### config.mk
export PLATFORM = sky130hd
export DESIGN_NAME = elevator_call_dispatcher
export DESIGN_NICKNAME = d
export VERILOG_FILES = /design/src/rtl/elevator_pkg.sv /design/src/rtl/call_scan.sv /design/src/rtl/elevator_call_dispatcher.sv
export SDC_FILE = /design/constraint.sdc
export NUM_CORES = 1
export LEC_CHECK = 0
export CAP_MARGIN = 25
export CORE_UTILIZATION = 50
export DETAILED_ROUTE_END_ITERATION = 7
export GPL_TIMING_DRIVEN = 0
export PLACE_DENSITY_LB_ADDON = 0.08
export SETUP_SLACK_MARGIN = 0.2
export SYNTH_ARGS = -nofsm -noshare
export SYNTH_HDL_FRONTEND = slang
export SYNTH_SLANG_ARGS = --single-unit
export TNS_END_PERCENT = 10
### constraint.sdc
create_clock -name clock -period 2.2 [get_ports clock]
set_input_delay 0.44 -clock clock [delete_from_list [all_inputs] [get_ports clock]]
set_output_delay 0.44 -clock clock [all_outputs]
set_load 0.01 [all_outputs]
### src/rtl/elevator_pkg.sv
// Shared elevator types: controller state encoding and the floor-index width helper.
// No logic; used by the dispatcher, request bank and display.
// No flow control.
package elevator_pkg;

    typedef enum logic [1:0] {
        IDLE  = 2'd0,
        MOVE  = 2'd1,
        SERVE = 2'd2,
        DOOR  = 2'd3
    } state_t;

    // Bits needed to hold 0..n-1, never less than one.
    function automatic int floor_width(input int n);
        return (n <= 2) ? 1 : $clog2(n);
    endfunction

endpackage

### src/rtl/call_scan.sv
// Combinational scan of the latched calls relative to the car position and sweep direction.
// Latency: zero cycles (pure combinational).
// Backpressure: none; it only observes the request bank.
module call_scan
    import elevator_pkg::*;
#(
    parameter  int FLOORS = 4,
    localparam int FW     = floor_width(FLOORS)
) (
    input  logic [FLOORS-1:0] call_pending,
    input  logic [FW-1:0]     floor_now,
    input  logic              dir_up,
    output logic              above,
    output logic              below,
    output logic              here,
    output logic              next_here,
    output logic              next_beyond,
    output logic              at_end
);

    int cur;

    always_comb begin
        cur         = int'(floor_now);
        above       = 1'b0;
        below       = 1'b0;
        here        = 1'b0;
        next_here   = 1'b0;
        next_beyond = 1'b0;
        for (int i = 0; i < FLOORS; i++) begin
            if (i > cur) above |= call_pending[i];
            if (i < cur) below |= call_pending[i];
            if (i == cur) here |= call_pending[i];
            // "next" is the floor the car reaches when the current move completes
            if (dir_up) begin
                if (i == cur + 1) next_here   |= call_pending[i];
                if (i > cur + 1)  next_beyond |= call_pending[i];
            end else begin
                if (i + 1 == cur) next_here   |= call_pending[i];
                if (i + 1 < cur)  next_beyond |= call_pending[i];
            end
        end
        at_end = dir_up ? (cur == FLOORS - 1) : (cur == 0);
    end

endmodule

### src/rtl/elevator_call_dispatcher.sv
// Collective (SCAN) call dispatcher: moves the car floor by floor, opens the door, clears served calls.
// Latency: clear pulse one cycle after a call is seen at the car's floor; TRAVEL_CYCLES per floor moved.
// Backpressure: none; calls stay latched in the request bank until the one-hot clear pulse consumes them.
module elevator_call_dispatcher
    import elevator_pkg::*;
#(
    parameter  int FLOORS        = 4,
    parameter  int TRAVEL_CYCLES = 8,
    parameter  int DOOR_CYCLES   = 16,
    localparam int FW            = floor_width(FLOORS)
) (
    input  logic              clock,
    input  logic              reset,
    input  logic [FLOORS-1:0] call_pending,
    output logic [FLOORS-1:0] call_clear,
    output logic [FW-1:0]     floor_now,
    output logic              motor_up,
    output logic              motor_down,
    output logic              door_open,
    output logic              dir_up,
    output logic              busy
);

    localparam int TW = floor_width(TRAVEL_CYCLES);
    localparam int DW = floor_width(DOOR_CYCLES);
    localparam logic [TW-1:0] TRAVEL_LOAD = TW'(TRAVEL_CYCLES - 1);
    localparam logic [DW-1:0] DOOR_LOAD   = DW'(DOOR_CYCLES - 1);

    state_t            state, state_nxt;
    logic [FW-1:0]     floor_nxt;
    logic              dir_nxt;
    logic [TW-1:0]     travel_cnt, travel_nxt;
    logic [DW-1:0]     door_cnt, door_nxt;
    logic [FLOORS-1:0] floor_hot;

    logic above, below, here, next_here, next_beyond, at_end;

    call_scan #(
        .FLOORS (FLOORS)
    ) u_scan (
        .call_pending (call_pending),
        .floor_now    (floor_now),
        .dir_up       (dir_up),
        .above        (above),
        .below        (below),
        .here         (here),
        .next_here    (next_here),
        .next_beyond  (next_beyond),
        .at_end       (at_end)
    );

    always_ff @(posedge clock or negedge reset) begin
        if (!reset) begin
            state      <= IDLE;
            floor_now  <= '0;
            dir_up     <= 1'b1;
            travel_cnt <= '0;
            door_cnt   <= '0;
        end else begin
            state      <= state_nxt;
            floor_now  <= floor_nxt;
            dir_up     <= dir_nxt;
            travel_cnt <= travel_nxt;
            door_cnt   <= door_nxt;
        end
    end

    always_comb begin
        state_nxt  = state;
        floor_nxt  = floor_now;
        dir_nxt    = dir_up;
        travel_nxt = travel_cnt;
        door_nxt   = door_cnt;
        unique case (state)
            IDLE: begin
                if (here) begin
                    state_nxt = SERVE;
                end else if (above && (dir_up || !below)) begin
                    state_nxt  = MOVE;
                    dir_nxt    = 1'b1;
                    travel_nxt = TRAVEL_LOAD;
                end else if (below) begin
                    state_nxt  = MOVE;
                    dir_nxt    = 1'b0;
                    travel_nxt = TRAVEL_LOAD;
                end
            end
            MOVE: begin
                if (travel_cnt != '0) begin
                    travel_nxt = travel_cnt - TW'(1);
                end else if (at_end) begin
                    // calls withdrawn under us; never step past the shaft ends
                    state_nxt = IDLE;
                end else begin
                    floor_nxt = dir_up ? floor_now + FW'(1) : floor_now - FW'(1);
                    if (next_here) begin
                        state_nxt = SERVE;
                    end else if (next_beyond) begin
                        travel_nxt = TRAVEL_LOAD;
                    end else begin
                        state_nxt = IDLE;
                    end
                end
            end
            SERVE: begin
                state_nxt = DOOR;
                door_nxt  = DOOR_LOAD;
            end
            DOOR: begin
                if (here) begin
                    door_nxt = DOOR_LOAD;
                end else if (door_cnt == '0) begin
                    state_nxt = IDLE;
                end else begin
                    door_nxt = door_cnt - DW'(1);
                end
            end
            default: state_nxt = IDLE;
        endcase
    end

    always_comb begin
        floor_hot = '0;
        for (int i = 0; i < FLOORS; i++) begin
            floor_hot[i] = (int'(floor_now) == i);
        end
        call_clear = ((state == SERVE) || (state == DOOR && here)) ? floor_hot : '0;
        motor_up   = (state == MOVE) && dir_up;
        motor_down = (state == MOVE) && !dir_up;
        door_open  = (state == DOOR);
        busy       = (state != IDLE);
    end

endmodule

### Word-level counts from Yosys, hierarchy flattened

Cells that the tools add are included.

| storage, ports and cells | value |
|---|---|
| memories kept | 0 |
| output and inout port bits | 11 |
| memory bits (writable) | 0 |
| word-level logic and storage cells | 138 |
| bits in latches | 0 |
| memory bits (read-only) | 0 |
| register bits after elaboration | 12 |

| operators by class | value |
|---|---|
| div/mod/pow operators | 0 |
| multiply operators | 0 |
| $add $sub $neg | 5 |
| bitwise gates (word level) | 16 |
| shift-type cells | 0 |
| $lt $le $gt $ge | 10 |
| reduce and logical (&&, ||, !) cells | 22 |
| equal/unequal tests | 23 |
| mux-type cells | 57 |

Operators by type and width:

| cell | count |
|---|---|
| 3-bit by 32-bit equality test with 1-bit output, first input constant | 2 |
| 3-bit by 32-bit greater-than comparator with 1-bit output, first input constant | 2 |
| 1-bit two-way mux | 34 |
| 2-bit by 32-bit equality test with 1-bit output, first input constant | 1 |
| 1-bit by 32-bit greater-than comparator with 1-bit output, first input constant | 1 |
| 2-bit by 32-bit greater-than comparator with 1-bit output, first input constant | 1 |
| 32-bit zero test | 1 |
| 3-bit two-way mux | 7 |
| 2-bit two-way mux | 10 |
| 3-bit != test, second input constant | 5 |
| 1-bit OR | 13 |
| 4-bit two-way mux | 3 |
| 2-bit equality test, second input constant | 4 |
| 4-bit != test, second input constant | 2 |
| 2-bit case mux with 4 select lines | 1 |
| 4-bit case mux with 2 select lines | 1 |
| 2-bit nonzero test | 4 |
| 2-bit != test, second input constant | 3 |
| 3-bit case mux with 2 select lines | 1 |
| 3-bit AND reduction | 2 |
| 6-bit AND reduction | 1 |
| 5-bit AND reduction | 1 |
| 2-bit by 1-bit equality test with 1-bit output, second input constant | 2 |
| 2-bit equality test, first input constant | 2 |
| other kinds (19) | 29 |

### Depth between registers and ports, before layout

Gate-level depths: netlist of run 1.

| logic depth | value |
|---|---|
| depth in word-level cells | 18 |
| depth in mapped cells | 8 |

### Cells and area by module

From an unflattened synthesis of run 1, not the netlist that was laid out.

| second synthesis, totals | value |
|---|---|
| cells, all modules | 104 |
| area, all modules | 917.1 sq um |

Modules (own cells, without submodules):

| module | cells an instance | area an instance (sq um) | instances | seq. area each (sq um) |
|---|---|---|---|---|
| elevator_call_dispatcher | 80 | 744.5 | 1 | 301.5 |
| call_scan | 24 | 172.7 | 1 | 0.0 |

### Worst setup path before layout of run 1

OpenSTA, ideal clock, no wires.

| timing | value |
|---|---|
| path kind | reg-to-output |
| start | register floor_now[0] |
| end | output call_clear[1] |
| cell stages (with the launch flop) | 8 |
| slack | 220 ps |
| arrival | 1540 ps |
| data required time | 1760 ps |
| buffers on the path | 1 |
| path through | dfrtp_1 -> inv_1 -> ha_1 -> a22oi_1 -> and2_1 -> buf_6 -> a21oi_1 -> and2_1 |

| on the way | value |
|---|---|
| cells in the longest elaborated chain, start to end | 11 |
| elaborated cells on any way between the ends | 15 |
| classes of those cells | eq/ne: 4; mux: 5; bitwise: 3; reduce/logical: 3 |

RTL lines:

| element | line | RTL |
|---|---|---|
| start, declared | elevator_call_dispatcher.sv:16 | `output logic [FW-1:0] floor_now,` |
| start signal, assigned | elevator_call_dispatcher.sv:61 | `floor_now <= floor_nxt;` |
| 2-bit zero test | call_scan.sv:33 | `if (i == cur) here \|= call_pending[i];` |
| 1-bit two-way mux | call_scan.sv:33 |  |
| 1-bit OR | call_scan.sv:33 |  |
| 1-bit two-way mux | call_scan.sv:33 |  |
| 1-bit OR | call_scan.sv:33 |  |
| 1-bit two-way mux | call_scan.sv:33 |  |
| 1-bit OR | call_scan.sv:33 |  |
| 1-bit two-way mux | call_scan.sv:33 |  |
| 1-bit logical AND | elevator_call_dispatcher.sv:127 | `call_clear = ((state == SERVE) \|\| (state == DOOR && here)) ? floor_hot : '0;` |
| 1-bit logical OR | elevator_call_dispatcher.sv:127 |  |
| 4-bit two-way mux * | elevator_call_dispatcher.sv:127 |  |
| end, declared | elevator_call_dispatcher.sv:15 | `output logic [FLOORS-1:0] call_clear,` |

Mark *: on every way between the ends. The rest lies on a longest branch, timed or not.

### Worst setup path in the final report of run 1

| timing | value |
|---|---|
| start | input call_pending[0] |
| end | output call_clear[2] |

| on the way | value |
|---|---|
| cells in the longest elaborated chain, start to end | 10 |

RTL lines:

| element | line | RTL |
|---|---|---|
| start, declared | elevator_call_dispatcher.sv:14 | `input logic [FLOORS-1:0] call_pending,` |
| 1-bit two-way mux * | call_scan.sv:33 |  |
| 1-bit OR | call_scan.sv:33 |  |
| 1-bit two-way mux * | call_scan.sv:33 |  |
| 1-bit OR | call_scan.sv:33 |  |
| 1-bit two-way mux * | call_scan.sv:33 |  |
| 1-bit OR | call_scan.sv:33 |  |
| 1-bit two-way mux * | call_scan.sv:33 |  |
| 1-bit logical AND * | elevator_call_dispatcher.sv:127 |  |
| 1-bit logical OR * | elevator_call_dispatcher.sv:127 |  |
| 4-bit two-way mux * | elevator_call_dispatcher.sv:127 |  |

Marked as above.

==> results of run 1 <==
[per-layer routing]
metal,wire length [um],part of all wire,global-route usage
met5,0,0,0
met4,92,0.032,0.0800
met2,1410,0.49,0.517
met1,1240,0.43,0.365
met3,131,0.046,0.0588
[critical path: cells and delay by family]
family          cells  cell delay [ns]
buf+inv             3             0.85
compound gates      2             0.23
simple gates        2             0.32
[flip-flops by register name, summed over array words and instances (netlist names)]
name and flops:
dir_up 1, travel_cnt 3, state 2, floor_now 2, door_cnt 4
[report_power, final]
| part | leakage (nW) | switching (mW) | internal (mW) |
|---|---|---|---|
| Combinational | 0.505 | 0.674 | 0.660 |
| Clock | 0.0210 | 0.0825 | 0.101 |
| Sequential | 0.126 | 0.0932 | 0.309 |
| Total | 0.652 | 0.850 | 1.07 |
[cells in the mapped netlist, types with 2 or more instances]
| cell | instances | area share |
|---|---|---|
| o21ai_0 | 6 | 0.030 |
| ha_1 | 9 | 0.11 |
| and2_1 | 6 | 0.038 |
| nand2_1 | 12 | 0.045 |
| nor2_1 | 9 | 0.034 |
| clkbuf_1 | 2 | 0.0075 |
| inv_1 | 12 | 0.045 |
| o31a_1 | 2 | 0.018 |
| a31oi_1 | 2 | 0.013 |
| o21a_1 | 2 | 0.015 |
| xnor2_1 | 2 | 0.018 |
| nor2b_1 | 3 | 0.019 |
| dfrtp_1 | 11 | 0.28 |
| mux2_2 | 2 | 0.023 |
| o221ai_1 | 2 | 0.018 |
| nand4_1 | 2 | 0.013 |
| a21oi_1 | 5 | 0.025 |
| nand3_1 | 4 | 0.020 |
| a41o_1 | 2 | 0.020 |
| nand2b_1 | 3 | 0.019 |
| a22oi_1 | 2 | 0.015 |
[through the flow]
step                      instances  setup WS [ns]  cell area (um2)  total power [mW]
final                           176        -0.0708             1410              1.92
after global routing            176         -0.134             1410              2.04
after CTS                       174        -0.0594             1390              1.83
after detailed placement        159         -0.644             1190              1.36
after global placement          159         -0.603             1190              1.34
after floorplan                 118          0.220             1000              1.06
[worst min path at each step]
stage / startpoint / slack [ns] / to
2_1_floorplan: reset / 0.14 / door_cnt[0]
3_3_place_gp: travel_cnt[1] / 0.49 / travel_cnt[1]
3_5_place_dp: travel_cnt[0] / 0.52 / travel_cnt[0]
4_1_cts: reset / 0.52 / travel_cnt[2]
5_1_grt: travel_cnt[0] / 0.54 / travel_cnt[0]
6_report: reset / 0.52 / travel_cnt[0]
[area by class of cell]
cell class                      count  share of cell area
Sequential cell                    12               0.215
Multi-Input combinational cell     90               0.501
Tap cell                           25              0.0221
Inverter                           12              0.0336
Timing Repair Buffer               29               0.172
Buffer                              4              0.0310
Clock buffer                        4              0.0257
[kinds of logic (layout without fill, tap and decap cells)]
family,count (synthesis),in the layout,share of synthesized area
xor+xnor,3,3,0.0263
compound gates,33,33,0.253
flops,12,12,0.302
fa+ha+maj,9,9,0.113
simple gates,43,43,0.215
mux,2,2,0.0225
buf+inv,16,49,0.0688
[repair_timing]
item / CTS / global route
pin swaps: 12 / 3
resized for setup: 47 / 4
endpoints found under the setup margin: 12 / 10
buffers inserted: 11 / 2
cloned: 0 / 0
endpoints found under the hold margin: 0 / 0
==> results.toml, run 1 <==
[synthesis]
syn_area_um2 = 1000
synthArstFlopShare = 1.00
synth_cells = 118
seq_area_frac_synth = 0.302
syn_area_per_cell_um2 = 8.47
synth_seq_cells = 12
synth_cell_types = 39
synth_edf_count = 0
synth_nets = 133
ys.flop_type = "dfrtp_1"
yosysWarnings = 0

[sta]
hold_violations = 0
max_freq_mhz = 440
fin_setup_tns_ns = -0.232
slew_violations = 0
rsz0062_at_grt = "yes"
post-route-period-util = 1.03
maxSlewHeadroom = 0.574
hold_ws_ns = 0.516
worst_pin_slew_ns = 0.639
finalClockSkew_ns = 0.0136
setup_viol = 4
layout_setup_ws_ns = -0.0708
fin_crit_ns = 2.27

[floorplan]
die_x_um = 46.7
pin_count = 17
dieArea_um2 = 2180
initial_core_util = 0.555
core.rowCount = 15
core_um2 = 1800
die_h_um = 46.7

[critical_path]
rrSetupSlack_ns = 0.01
cpPeakStageDelay_ns = 0.60
critPathRequiredTime_ns = 1.76
reg2reg_from = "floor_now[1]"
r2r-end = "travel_cnt[2]"
reg2reg_depth = 8
worstSetupPathType = "in2out"
cp-end-kind = "output pin"
slowest_stage = "clkdlybuf4s50_1"
cp-endpoint = "call_clear[2]"
path_cells = "clkdlybuf4s50_1 > a22oi_2 > and2_1 > buf_6 > a21oi_4 > and2_1 > buf_2"
crit_fanout = 5
critPathMostFrequentCell = "and2_1"
worstSetupStartpointType = "input pin"
critPathLaunch = "call_pending[0]"
cp.arrival_ns = 1.83

[clocking]
insertion_delay_ns = 0.29
clock-sinks = 12
cts_hold_buf = 0
path_clk_slew_ns = 0.09
cts_tree = "built"
cts_buffer_depth = 2
h-tree-depth = 1
cts-root-buf = "clkbuf_4"
cts_buffers = 3

[cells_and_area]
multi_input_area_um2 = 708
diodes = 0
fin_util = 0.785
layout-drive-gt1-share = 0.305
seqCellArea_um2 = 304
synthToLayoutAreaGrowth_pct = 41.4
final.fill_count = 139
nets = 167
layout_common_cells = "12 x buf_4, 11 x nand2_1, 10 x inv_1"
layout_commonest_cell = "buf_4"

[global_route]
grt.overflow.total = 0
grt_antenna_before_repair = 0
grt_usage = 0.295
grt_max_degree = 13
grt_pass1_wl_mm = 4.44
grt_pass1_vias = 945

[drt]
drt-total-wl_mm = 2.88
drt_pass1_iterations = 5
post_drt_via_cell_ratio = 5.90
first_iter_violations = 42
ant_nets = 0
drc = 0
wl_per_cell_um = 16.3
vias = 1039

[run_status]
violations = "setup timing"
status = "finished with violations"

[placed_design]
place.gp.congestion = 0.831
post-dp-hpwl_mm = 1.79
portBuffers = 16

[worst_hold_path]
hold_path_class = "in2async"

[pwr]
pwr_density_cell_nw_per_um2 = 1360
power.leakage_nw = 0.652
ir_drop_uv = 774

[job]
cap_violations = 0
(Power assumes the default switching activity.)
==> run 2: changes to the inputs <==
--- a/config.mk
+++ b/config.mk
@@ -9,6 +9,7 @@
 export CORE_UTILIZATION = 50
 export DETAILED_ROUTE_END_ITERATION = 7
 export GPL_TIMING_DRIVEN = 0
+export HOLD_SLACK_MARGIN = 0.03
 export PLACE_DENSITY_LB_ADDON = 0.08
 export SETUP_SLACK_MARGIN = 0.2
 export SYNTH_ARGS = -nofsm -noshare
==> results of run 2 <==
No change in the layout: final DEF, timing and power equal those of run 1.
